## src/rtl/vpu_wb_unit.sv

```systemverilog
// Vector writeback unit: tracks one in-flight exec op and buffers its result
// in a first-word-fall-through FIFO that drains into the vector register file.
module vpu_wb_unit #(
    parameter int VLANE_CNT       = 4,
    parameter int OPERAND_WIDTH   = 32,
    parameter int VREG_ADDR_WIDTH = 5,
    parameter int FIFO_DEPTH      = 4
) (
    input  logic                                 clk,
    input  logic                                 rst_n,
    input  logic                                 issue_i,
    output logic                                 issue_ready_o,
    input  logic [VREG_ADDR_WIDTH-1:0]           dst_addr_i,
    input  logic                                 wb_en_i,
    input  logic                                 exec_done_i,
    input  logic [OPERAND_WIDTH*VLANE_CNT-1:0]   exec_dout_i,
    output logic                                 wr_valid_o,
    input  logic                                 wr_ready_i,
    output logic [VREG_ADDR_WIDTH-1:0]           wr_addr_o,
    output logic [OPERAND_WIDTH*VLANE_CNT-1:0]   wr_data_o,
    output logic                                 busy_o,
    output logic [1:0]                           dbg_state
);

    // Handshakes: a transfer happens on a rising edge where valid and ready are
    // both high; wr_valid_o is never dropped and the head never changes until
    // the VRF takes it, and issue_i only counts when issue_ready_o is high.

    localparam int DATA_W = OPERAND_WIDTH * VLANE_CNT;
    localparam int PTR_W  = $clog2(FIFO_DEPTH);
    localparam int CNT_W  = $clog2(FIFO_DEPTH) + 1;
    localparam logic [CNT_W-1:0] DEPTH_C = CNT_W'(FIFO_DEPTH);

    typedef enum logic [1:0] {
        S_IDLE = 2'd0,
        S_ARM  = 2'd1,
        S_WAIT = 2'd2
    } state_t;

    state_t                     state, state_nxt;
    logic [VREG_ADDR_WIDTH-1:0] lat_addr;
    logic                       lat_wb_en;
    logic                       accept;
    logic                       push;
    logic                       pop;

    logic [VREG_ADDR_WIDTH-1:0] mem_addr [FIFO_DEPTH];
    logic [DATA_W-1:0]          mem_data [FIFO_DEPTH];
    logic [PTR_W-1:0]           wr_ptr;
    logic [PTR_W-1:0]           rd_ptr;
    logic [CNT_W-1:0]           count;

    always_ff @(posedge clk or negedge rst_n) begin
        if (!rst_n) begin
            state <= S_IDLE;
        end else begin
            state <= state_nxt;
        end
    end

    // ARM always lasts one cycle: exec_done_i is still the previous op's level.
    always_comb begin
        state_nxt = state;
        case (state)
            S_IDLE:  if (accept) state_nxt = S_ARM;
            S_ARM:   state_nxt = S_WAIT;
            S_WAIT:  if (exec_done_i) state_nxt = S_IDLE;
            default: state_nxt = S_IDLE;
        endcase
    end

    always_comb begin
        issue_ready_o = (state == S_IDLE) && (count < DEPTH_C);
        accept        = issue_i && issue_ready_o;
        push          = (state == S_WAIT) && exec_done_i && lat_wb_en;
        busy_o        = (state != S_IDLE) || (count != '0);
    end

    assign pop        = (count != '0) && wr_ready_i;
    assign wr_valid_o = (count != '0);
    assign wr_addr_o  = mem_addr[rd_ptr];
    assign wr_data_o  = mem_data[rd_ptr];
    assign dbg_state  = state;

    always_ff @(posedge clk or negedge rst_n) begin
        if (!rst_n) begin
            lat_addr  <= '0;
            lat_wb_en <= 1'b0;
        end else if (accept) begin
            lat_addr  <= dst_addr_i;
            lat_wb_en <= wb_en_i;
        end
    end

    // Only one op is in flight and issue needs a free slot, so push never overflows.
    always_ff @(posedge clk or negedge rst_n) begin
        if (!rst_n) begin
            for (int i = 0; i < FIFO_DEPTH; i++) begin
                mem_addr[i] <= '0;
                mem_data[i] <= '0;
            end
            wr_ptr <= '0;
            rd_ptr <= '0;
            count  <= '0;
        end else begin
            if (push) begin
                mem_addr[wr_ptr] <= lat_addr;
                mem_data[wr_ptr] <= exec_dout_i;
                wr_ptr           <= wr_ptr + PTR_W'(1);
            end
            if (pop) begin
                rd_ptr <= rd_ptr + PTR_W'(1);
            end
            case ({push, pop})
                2'b10:   count <= count + CNT_W'(1);
                2'b01:   count <= count - CNT_W'(1);
                default: count <= count;
            endcase
        end
    end

endmodule

```

## config.mk

```make
export PLATFORM = sky130hd
export DESIGN_NAME = vpu_wb_unit
export DESIGN_NICKNAME = d
export VERILOG_FILES = /design/src/rtl/vpu_wb_unit.sv
export SDC_FILE = /design/constraint.sdc
export NUM_CORES = 1
export LEC_CHECK = 0
export ABC_AREA = 0
export CAP_MARGIN = 20
export CELL_PAD_IN_SITES_DETAIL_PLACEMENT = 1
export CELL_PAD_IN_SITES_GLOBAL_PLACEMENT = 2
export CORE_ASPECT_RATIO = 2
export CORE_MARGIN = 2
export CORE_UTILIZATION = 42
export DETAILED_ROUTE_END_ITERATION = 10
export HOLD_SLACK_MARGIN = 0.02
export PLACE_DENSITY = 0.83
export SLEW_MARGIN = 20
export SYNTH_ARGS = -nofsm -noshare
export SYNTH_HDL_FRONTEND = slang
export SYNTH_SLANG_ARGS = --single-unit
```

## constraint.sdc

```tcl
create_clock -name clk -period 2.4 [get_ports clk]
set_input_delay 0.48 -clock clk [delete_from_list [all_inputs] [get_ports clk]]
set_output_delay 0.48 -clock clk [all_outputs]
set_load 0.005 [all_outputs]
```

Word level (Yosys, flattened, before mapping)
Index checks and enable logic that the tools add are counted.

word-level totals
  register bits after elaboration = 547
  latch bits = 0
  RAM bits = 0
  bits in read-only memories = 0
  input bits = 139
  output and inout port bits = 138
  logic and storage cells = 58
  memories kept = 0

operators by class
  $add $sub $neg = 4
  multipliers = 0
  div/mod/pow operators = 0
  magnitude comparators = 4
  eq/ne operators = 6
  shifts and indexed selects = 0
  muxes and demuxes = 16
  bitwise gates (word level) = 2
  reduce and logical (&&, ||, !) cells = 12

operator list
  operator                                                              number
  512-bit bitwise mux                                                   1
  128-bit 2-to-1 mux                                                    3
  128-bit binary-select mux with 2-bit select                           1
  128-bit demux with 2-bit select                                       1
  20-bit bitwise mux                                                    1
  5-bit 2-to-1 mux                                                      3
  5-bit binary-select mux with 2-bit select                             1
  5-bit demux with 2-bit select                                         1
  3-bit greater-or-equal comparator, second input constant              2
  1-bit logical AND                                                     6
  2-bit NOT with 3-bit output                                           2
  2-bit one-hot mux with 3 select lines                                 1
  3-bit one-hot mux with 2 select lines                                 1
  2-bit by 1-bit adder with 2-bit output, second input constant         2
  2-bit by 1-bit == test with 1-bit output, second input constant       2
  2-bit == test, second input constant                                  2
  2-bit 2-to-1 mux                                                      2
  2-bit != test, second input constant                                  2
  2-bit nonzero test                                                    2
  3-bit by 1-bit adder with 3-bit output, second input constant         1
  3-bit by 1-bit < comparator with 1-bit output, second input constant  1
  3-bit < comparator, second input constant                             1
  3-bit nonzero test                                                    1
  3-bit by 1-bit subtractor with 3-bit output, second input constant    1
  other kinds (3)                                                       3

Longest topological paths before layout
Gate-level depths: netlist of run 1.

  depth in word-level cells = 6
  mapped depth = 9
  depth with buffers taken out = 8

Worst setup path before layout of run 1
Ideal clock, no wire load.

  path type = reg2out
  start = reg rd_ptr[0]
  end = out wr_data_o[100]
  arrival = 1.461 ns
  data required time = 1.920 ns
  setup slack = 0.459 ns
  cell stages (with the launch flop) = 5
  path buffers = 3
  path through = dfrtp_1 > buf_2 > buf_4 > buf_2 > mux4_2

between the ends
  cells in the longest elaborated chain, start to end = 4

RTL lines
  what                                                    RTL line  RTL
  start: declaration                                      50        logic [PTR_W-1:0] rd_ptr;
  start signal: assignment                                112       rd_ptr <= rd_ptr + PTR_W'(1);
  2-bit NOT with 3-bit output (not written as such)       82        assign wr_data_o = mem_data[rd_ptr];
  128-bit binary-select mux with 2-bit select             82
  128-bit 2-to-1 mux (not written as such) (2 in series)  82
  end: declaration                                        20        output logic [OPERAND_WIDTH*VLANE_CNT-1:0] wr_data_o,

No other way between the ends. The select of a mux whose other input is x is not followed.

Worst setup path in the final report of run 1
  start = reg rd_ptr[0]
  end = out wr_data_o[33]

The elaborated chain is that of the path after synthesis.

==> results of run 1 <==
-- per-layer routing --
metal | vias to the layer above | GRT usage | routed length, µm
li1 | 5813 | - | -
met1 | 7409 | 0.2662 | 26400
met2 | 381 | 0.3595 | 32750
met3 | 78 | 0.04859 | 3724
met4 | 14 | 0.04622 | 1149
met5 | - | 0 | 87
-- worst paths after layout --
kind | to | from | slack (ps) | cells after the start
max | wr_data_o[33] | rd_ptr[0] | -350 | 6
min | mem_data[204] | rst_n | 470 | 2
max reg2reg | rd_ptr[1] | rd_ptr[1] | -90 | 17
min reg2reg | mem_data[212] | mem_data[212] | 490 | 1
max in group asynchronous | mem_data[223] | rst_n | 1070 | 3
min in group clk | mem_data[212] | mem_data[212] | 490 | 1
-- flip-flops by register name, summed over array words and instances (netlist names) --
register and flops:
count 3, dbg_state 2, lat_addr 5, lat_wb_en 1, mem_addr 20, mem_data 512
rd_ptr 2, wr_ptr 2
-- Yosys cell counts, types with 4 or more instances --
master | number | area share
mux2_1 | 83 | 0.038
ha_1 | 5 | 0.0026
mux2_4 | 197 | 0.12
nand2_4 | 4 | 0.0018
buf_6 | 32 | 0.015
clkbuf_1 | 8 | 0.0012
mux4_2 | 133 | 0.12
dfrtp_1 | 547 | 0.56
buf_2 | 43 | 0.0088
mux2_2 | 258 | 0.12
inv_1 | 6 | 0.00092
-- per-stage QoR --
| step | utilization | instance area (µm²) | total power [mW] | setup TNS (ps) |
|---|---|---|---|---|
| final | 0.5418 | 31270 | 41.62 | -30960 |
| after global placement | 0.4940 | 28510 | 30.55 | 0 |
| after floorplan | - | 24400 | 23.96 | 0 |
| after global routing | 0.5417 | 31260 | 43.82 | -40160 |
| after detailed placement | 0.4940 | 28510 | 31.46 | 0 |
| after CTS | 0.5291 | 30530 | 40.49 | -57470 |
-- final cells by class --
cell class | count | area (µm²)
tap | 762 | 953.4
antenna | 2 | 5.005
clock buffer | 75 | 1529
clock inverter | 19 | 232.7
multi-input combinational | 701 | 10110
inverter | 6 | 22.52
sequential | 547 | 13700
fill | 5233 | 26440
timing repair buffer | 438 | 4721
-- critical path: stages, from the launching register on --
cell	delay, ps
dfrtp_4	540
buf_12	180
buf_12	130
clkbuf_16	140
buf_4	130
mux4_2	420
clkbuf_2	140
-- cells by family (layout without fill, tap and decap cells) --
| group | count (synthesis) | in the layout | synth area share |
|---|---|---|---|
| and+or+nand+nor | 14 | 14 | 0.004102 |
| adders and majority gates | 6 | 6 | 0.003384 |
| DFF | 547 | 547 | 0.5610 |
| other | 0 | 2 | 0 |
| muxes | 672 | 672 | 0.4018 |
| xor gates and xnor gates | 6 | 6 | 0.002154 |
| buffers and inverters | 94 | 538 | 0.02682 |
| AOI/OAI and AO/OA | 3 | 3 | 0.0007693 |
-- power by group through the flow --
stage          registers (mW)  logic (mW)  clock network (mW)
6_report                 15.5        17.5                8.57
5_1_grt                  16.0        18.7                9.15
4_1_cts                  15.5        16.2                8.81
3_5_place_dp             15.6        15.9                   0
3_3_place_gp             15.1        15.4                   0
2_1_floorplan            14.6        9.39                   0
-- what timing repair did --
item | CTS | global route
setup buffers | 29 | 64
pin swaps | 1 | 0
setup endpoints to repair | 135 | 135
hold endpoints to repair | 43 | 0
hold buffers | 1 | 0
cloned | 3 | 8
resized for setup | 147 | 365
==> flow_metrics.tcl, run 1 <==
set metrics [dict create \
    status "finished, violations left" \
    violations "setup timing" \
    internal_power_mw 29.43 \
    cts_tree "yes" \
    grt_pass1_wl_um 96870 \
    core_um2 57710 \
    slew_violations 0 \
    post-place-ws_ps 17.40 \
    ys.warnings.count 0 \
    first_global_vias 15898 \
    cp-start-kind "register" \
    fin_ws_ps -352.3 \
    worstPathRequired_ps 1920 \
    antenna_found_initial 7 \
    grt_usage 0.2077 \
    io_pins 277 \
    path_class "reg -> out" \
    pwr-share-comb 0.422 \
    synth_area_um2 24400 \
    crit_path_end_kind "output pin" \
    slew-limit-headroom 0.6007 \
    switching_share 0.2929 \
    htree_levels 2 \
    clk-insertion-delay-late_ps 590 \
    cts_buffers 51 \
    ys_seq_elements 547 \
    start_util 0.4228 \
    drtAntennaViolNets 0 \
    drc 0 \
    port_buffers 276 \
    final_cell_mix "dfrtp_1 (545), mux2_2 (258), mux2_4 (197)" \
    power_leakage_nw 15.34 \
    cts_max_path_buffers 3 \
    synth_edf_count 0 \
    hold_viol 0 \
    place_inst 2352 \
    path_max_fanout 8 \
    dp_hpwl_um 39380 \
    p_seq_frac 0.373 \
    tightest_slew_ps 599.0 \
    place.gp.congestion 0.7964 \
    fin_nets 1890 \
    finalCriticalPeriod_ps 2752 \
    ys_types 26 \
    final-instance-count-excl-fill 2550 \
    synthFlopType "dfrtp_1" \
    p_sw_mw 12.19 \
    cellPowerDensity_nw_per_um2 1331 \
    gr-total-overflow 0 \
    fp.dieH_um 344.9 \
    syn_nets 1487 \
    final_common_cell "dfrtp_1" \
    netlist_instances 1342 \
    viasPerCell 5.371 \
    hp-class "in -> async" \
    max_cap_viol_count 0 \
    synthArstFlopShare 1.000 \
    wl_per_cell_um 25.14 \
    firstDrtPassIters 4 \
    clockPowerShare 0.206 \
    final.setup_skew_ps 14.03 \
    dieArea_um2 60150 \
    finalCritPeriodShare 1.147 \
    drt_iter0_markers 655 \
    area_growth_pct 28.15 \
    yosysSeqAreaShare 0.5610 \
    syn_area_per_cell_um2 18.18 \
    hold_slack_ps 473.1 \
    clkSinkCount 547 \
    arrival_ps 2270 \
    cts_root_buf "clkbuf_16" \
    rsz0062_at_grt "true" \
    irDropWorstVdd_uv 661.3 \
    grt_max_degree 73 \
    drive_gt1_frac 0.5426 \
    vias 13695 \
    die_width_um 174.4 \
    report.final.setup_viol 134 \
    wirelength_um 64110 \
    row_count 125 \
    clk_pin_slew_ps 70 \
    max_freq_mhz 363.3 \
]
Note: power is estimated with default switching activity, not from simulation.
==> run 2: changes to the inputs <==
- MAX_ROUTING_LAYER: default -> met4
==> flow_metrics.tcl, run 2 (synthesis gave the netlist of run 1 again) <==
set metrics [dict create \
    gr-total-overflow 0 \
    cts_tree "yes" \
    rr_startpoint "rd_ptr[1]" \
    fin_util 0.5406 \
    power_leakage_nw 15.22 \
    cellPowerDensity_nw_per_um2 1329 \
    finalCriticalPeriod_ps 2766 \
    slew_violations 0 \
    arrival_ps 3230 \
    grt_pass1_wl_um 96880 \
    fin_nets 1888 \
    viasPerCell 5.326 \
    finalCritPeriodShare 1.153 \
    final.setup_skew_ps 14.22 \
    hp-class "in -> async" \
    dieArea_um2 60150 \
    clk-insertion-delay-late_ps 580 \
    cts_max_path_buffers 3 \
    crit_start "rd_ptr[1]" \
    worstSetupEndpoint "rd_ptr[1]" \
    area_growth_pct 27.86 \
    final_common_cell "dfrtp_1" \
    drtAntennaViolNets 0 \
    htree_levels 2 \
    cp-start-kind "register" \
    dp_hpwl_um 39380 \
    grt_usage 0.2143 \
    start_util 0.4228 \
    pwr-share-comb 0.420 \
    largest_register "mem_data" \
    p_sw_mw 12.14 \
    largest_registers "mem_data (512), mem_addr (20), lat_addr (5)" \
    path_class "reg -> reg" \
    clkSinkCount 547 \
    crit_path_end_kind "register" \
    dpl-instance-area_um2 28510 \
    cts_root_buf "clkbuf_16" \
    fin_ws_ps -366.1 \
    first_global_vias 15910 \
    cts_buffers 51 \
    final_cell_mix "dfrtp_1 (545), mux2_2 (258), mux2_4 (197)" \
    worstPathRequired_ps 2870 \
    drc 0 \
    switching_share 0.2929 \
    largest_reg_flops 512 \
    max_freq_mhz 361.5 \
    die_width_um 174.4 \
    violations "setup timing" \
    internal_power_mw 29.33 \
    clk_pin_slew_ps 70 \
    antenna_found_initial 7 \
    worst_r2r_endpoint "rd_ptr[1]" \
    p_seq_frac 0.374 \
    status "finished, violations left" \
    vias 13603 \
    grt_max_degree 73 \
    fp.dieH_um 344.9 \
    fin_setup_tns_ps -34190 \
    irDropWorstVdd_uv 736.4 \
    fill_cells 5261 \
    design_area_um2 31200 \
    report.final.setup_viol 134 \
    rsz0062_at_grt "true" \
    clockPowerShare 0.206 \
    wirelength_um 63900 \
    place.gp.congestion 0.8078 \
    core_um2 57710 \
    drive_gt1_frac 0.5454 \
    hold_viol 0 \
    row_count 125 \
    max_cap_viol_count 0 \
    wl_per_cell_um 25.02 \
    firstDrtPassIters 4 \
    path_max_fanout 3 \
    tightest_slew_ps 597.0 \
    reg2reg_slack_ps -370 \
    io_pins 277 \
    r2r_cells 18 \
    slew-limit-headroom 0.6020 \
    drt_iter0_markers 624 \
    port_buffers 276 \
]
[run 2: routing by layer]
metal	track usage	up-vias	share of wire
met5	-	-	0
li1	-	5828	-
met1	0.2675	7328	0.41
met4	0.04622	0	0.017
met3	0.04760	71	0.062
met2	0.3594	376	0.51
[run 2: final cells by class]
type	instances	area [µm²]	area share
antenna	8	20.02	0.0006417
clock buffer	75	1529	0.04901
clock inverter	19	232.7	0.007460
inverter	6	22.52	0.0007219
multi-input combinational	701	10100	0.3238
sequential	547	13700	0.4390
tap	762	953.4	0.03056
timing repair buffer	436	4641	0.1488
[run 2: how the worst min path moves through the flow]
stage,start,endpoint,slack [ps],depth (start not counted)
6_report,rst_n,mem_data[204],490,2
5_1_grt,rst_n,mem_data[204],500,2
4_1_cts,rst_n,mem_data[204],470,2
3_5_place_dp,mem_data[212],mem_data[212],480,1
3_3_place_gp,mem_data[195],mem_data[195],470,1
2_1_floorplan,rst_n,count[0],180,0
[run 2: what timing repair did]
| item | in CTS | in global routing |
|---|---|---|
| endpoints found under the hold margin | 43 | 0 |
| pin swaps | 1 | 0 |
| gates cloned | 3 | 8 |
| buffers inserted | 29 | 60 |
| resized for setup | 147 | 362 |
| hold buffers | 1 | 0 |
| setup endpoints to repair | 135 | 135 |
[run 2: power groups by stage]
stage	clock network, mW	logic [mW]	registers (mW)
4_1_cts	8.81	16.2	15.5
5_1_grt	9.16	18.5	16.0
6_report	8.56	17.4	15.5
3_5_place_dp	0	15.9	15.6
3_3_place_gp	0	15.4	15.1
2_1_floorplan	0	9.39	14.6
[run 2: worst max-delay path: stages, from the launching register on]
cell,delay (ps)
dfrtp_4,490
buf_6,120
buf_4,120
buf_4,120
buf_4,120
buf_4,120
buf_4,120
buf_4,120
buf_4,120
buf_4,130
buf_4,120
buf_4,120
buf_4,120
buf_4,120
buf_4,120
buf_4,120
buf_4,130
buf_4,130
xnor2_1,110
[run 2: metrics by stage]
stage / power, mW / std cells / setup slack [ps] / hold slack (ps)
global placement: 30.55 / 2352 / 23.07 / 467.6
finish: 41.47 / 2554 / -366.1 / 488.6
detailed placement: 31.46 / 2352 / 17.40 / 477.4
global route: 43.70 / 2553 / -422.9 / 503.7
CTS: 40.49 / 2479 / -556.7 / 473.8
floorplan: 23.96 / 1342 / 459.3 / 184.4
==> run 3: changes to the inputs <==
- GPL_TIMING_DRIVEN: default -> 0
- SLEW_MARGIN: 20 -> 15
==> flow_metrics.tcl, run 3 (synthesis gave the netlist of run 1 again) <==
set metrics [dict create \
    place_inst 2385 \
    crit_top_cell "buf_4" \
    cts_tree "yes" \
    cellPowerDensity_nw_per_um2 1328 \
    fin_util 0.5365 \
    htree_levels 2 \
    clk-insertion-delay-late_ps 590 \
    fin_setup_tns_ps -36310 \
    rsz0062_at_grt "true" \
    first_global_vias 15810 \
    finalCritPeriodShare 1.148 \
    drc 0 \
    area_growth_pct 26.89 \
    largest_registers "mem_data (512), mem_addr (20), lat_addr (5)" \
    antenna_found_initial 7 \
    final_cell_mix "dfrtp_1 (545), mux2_2 (258), mux2_4 (197)" \
    wl_per_cell_um 24.63 \
    power_mw 41.11 \
    port_buffers 276 \
    path_cells "buf_12, buf_4, buf_16, buf_4, mux4_2, buf_4" \
    hold_viol 0 \
    final.setup_skew_ps 24.51 \
    largest_reg_flops 512 \
    drive_gt1_frac 0.5428 \
    dieArea_um2 60150 \
    fin_nets 1894 \
    tightest_slew_ps 603.4 \
    irDropWorstVdd_uv 741.1 \
    final-instance-count-excl-fill 2558 \
    violations "setup timing" \
    drtAntennaViolNets 0 \
    vias 13558 \
    status "finished, violations left" \
    hp-class "in -> async" \
    firstDrtPassIters 4 \
    place.gp.congestion 0.7955 \
    wirelength_um 63000 \
    critPathMaxStageDelay_ps 490 \
    cp-start-kind "register" \
    crit_path_end_kind "output pin" \
    cts_root_buf "clkbuf_16" \
    max_freq_mhz 363.0 \
    arrival_ps 2270 \
    grt_max_degree 113 \
    fill_cells 5264 \
    finalCriticalPeriod_ps 2755 \
    viasPerCell 5.300 \
    fin_ws_ps -355.0 \
    start_util 0.4228 \
    largest_register "mem_data" \
    path_max_fanout 7 \
    regArea_um2 13690 \
    io_pins 277 \
    grt_pass1_wl_um 96910 \
    clk_pin_slew_ps 60 \
    die_width_um 174.4 \
    report.final.setup_viol 133 \
    slew_violations 0 \
    path_class "reg -> out" \
    worst_path_max_delay_cell "mux4_2" \
    grt_usage 0.2156 \
    cts_buffers 51 \
    power_leakage_nw 15.25 \
    multi_input_area_um2 10070 \
    gr-total-overflow 0 \
    clkSinkCount 547 \
    core_um2 57710 \
    dp_hpwl_um 41470 \
    row_count 125 \
    max_cap_viol_count 0 \
    slew-limit-headroom 0.5977 \
    worstPathRequired_ps 1920 \
    final_common_cell "dfrtp_1" \
    drt_iter0_markers 578 \
    fp.dieH_um 344.9 \
    cts_max_path_buffers 3 \
]
run 3: worst paths after layout:
| check | depth (start not counted) | to | slack [ps] | startpoint |
|---|---|---|---|---|
| max in group asynchronous | 5 | mem_data[277] | 310 | rst_n |
| max reg2reg | 9 | count[2] | 340 | dbg_state[0] |
| min reg2reg | 1 | mem_data[218] | 490 | mem_data[218] |
| min in group clk | 1 | mem_data[218] | 490 | mem_data[218] |
| min | 2 | mem_data[464] | 330 | rst_n |
| max | 6 | wr_data_o[2] | -350 | rd_ptr[0] |
run 3: area by class of cell:
| type | count | area share |
|---|---|---|
| diodes | 7 | 0.0005658 |
| plain buffers | 87 | 0.02930 |
| clock buffers | 71 | 0.04793 |
| clock inverters | 22 | 0.01107 |
| inverters | 6 | 0.0007274 |
| multi-input cells | 701 | 0.3252 |
| flip-flops and latches | 547 | 0.4422 |
| well taps | 762 | 0.03080 |
| repair buffers | 355 | 0.1122 |
run 3: through the flow:
step | hold WS [ps] | setup slack (ps) | instance area [µm²]
final | 331.2 | -355.0 | 30960
after global routing | 338.0 | -442.3 | 30960
after CTS | 289.0 | -539.2 | 30350
after detailed placement | 325.8 | -658.4 | 28260
after global placement | 467.6 | -21470 | 28120
after floorplan | 184.4 | 459.3 | 24400
run 3: per-layer routing:
layer / share of wire / global-route usage / up-vias
li1: - / - / 5823
met1: 0.41 / 0.2700 / 7292
met2: 0.50 / 0.3496 / 364
met3: 0.071 / 0.05882 / 79
met4: 0.021 / 0.05182 / 0
met5: 0 / - / -
run 3: power breakdown:
| group | leakage, nW | internal [mW] | switching (mW) |
|---|---|---|---|
| registers | 7.14 | 13.2 | 2.25 |
| logic | 7.21 | 10.7 | 6.11 |
| clock network | 0.907 | 5.28 | 3.56 |
run 3: what timing repair did:
item                       4_1_cts  5_1_grt
buffers inserted                 9       53
cloned                           0       11
pin swaps                        0        1
hold endpoints to repair        18        0
hold buffers                     1        0
resized for setup              232      316
setup endpoints to repair      135      136
run 3: critical path, delay by kind of cell (launching register included):
kind     cells  cell delay (ps)
buf+inv      5              750
flops        1              450
mux          1              490
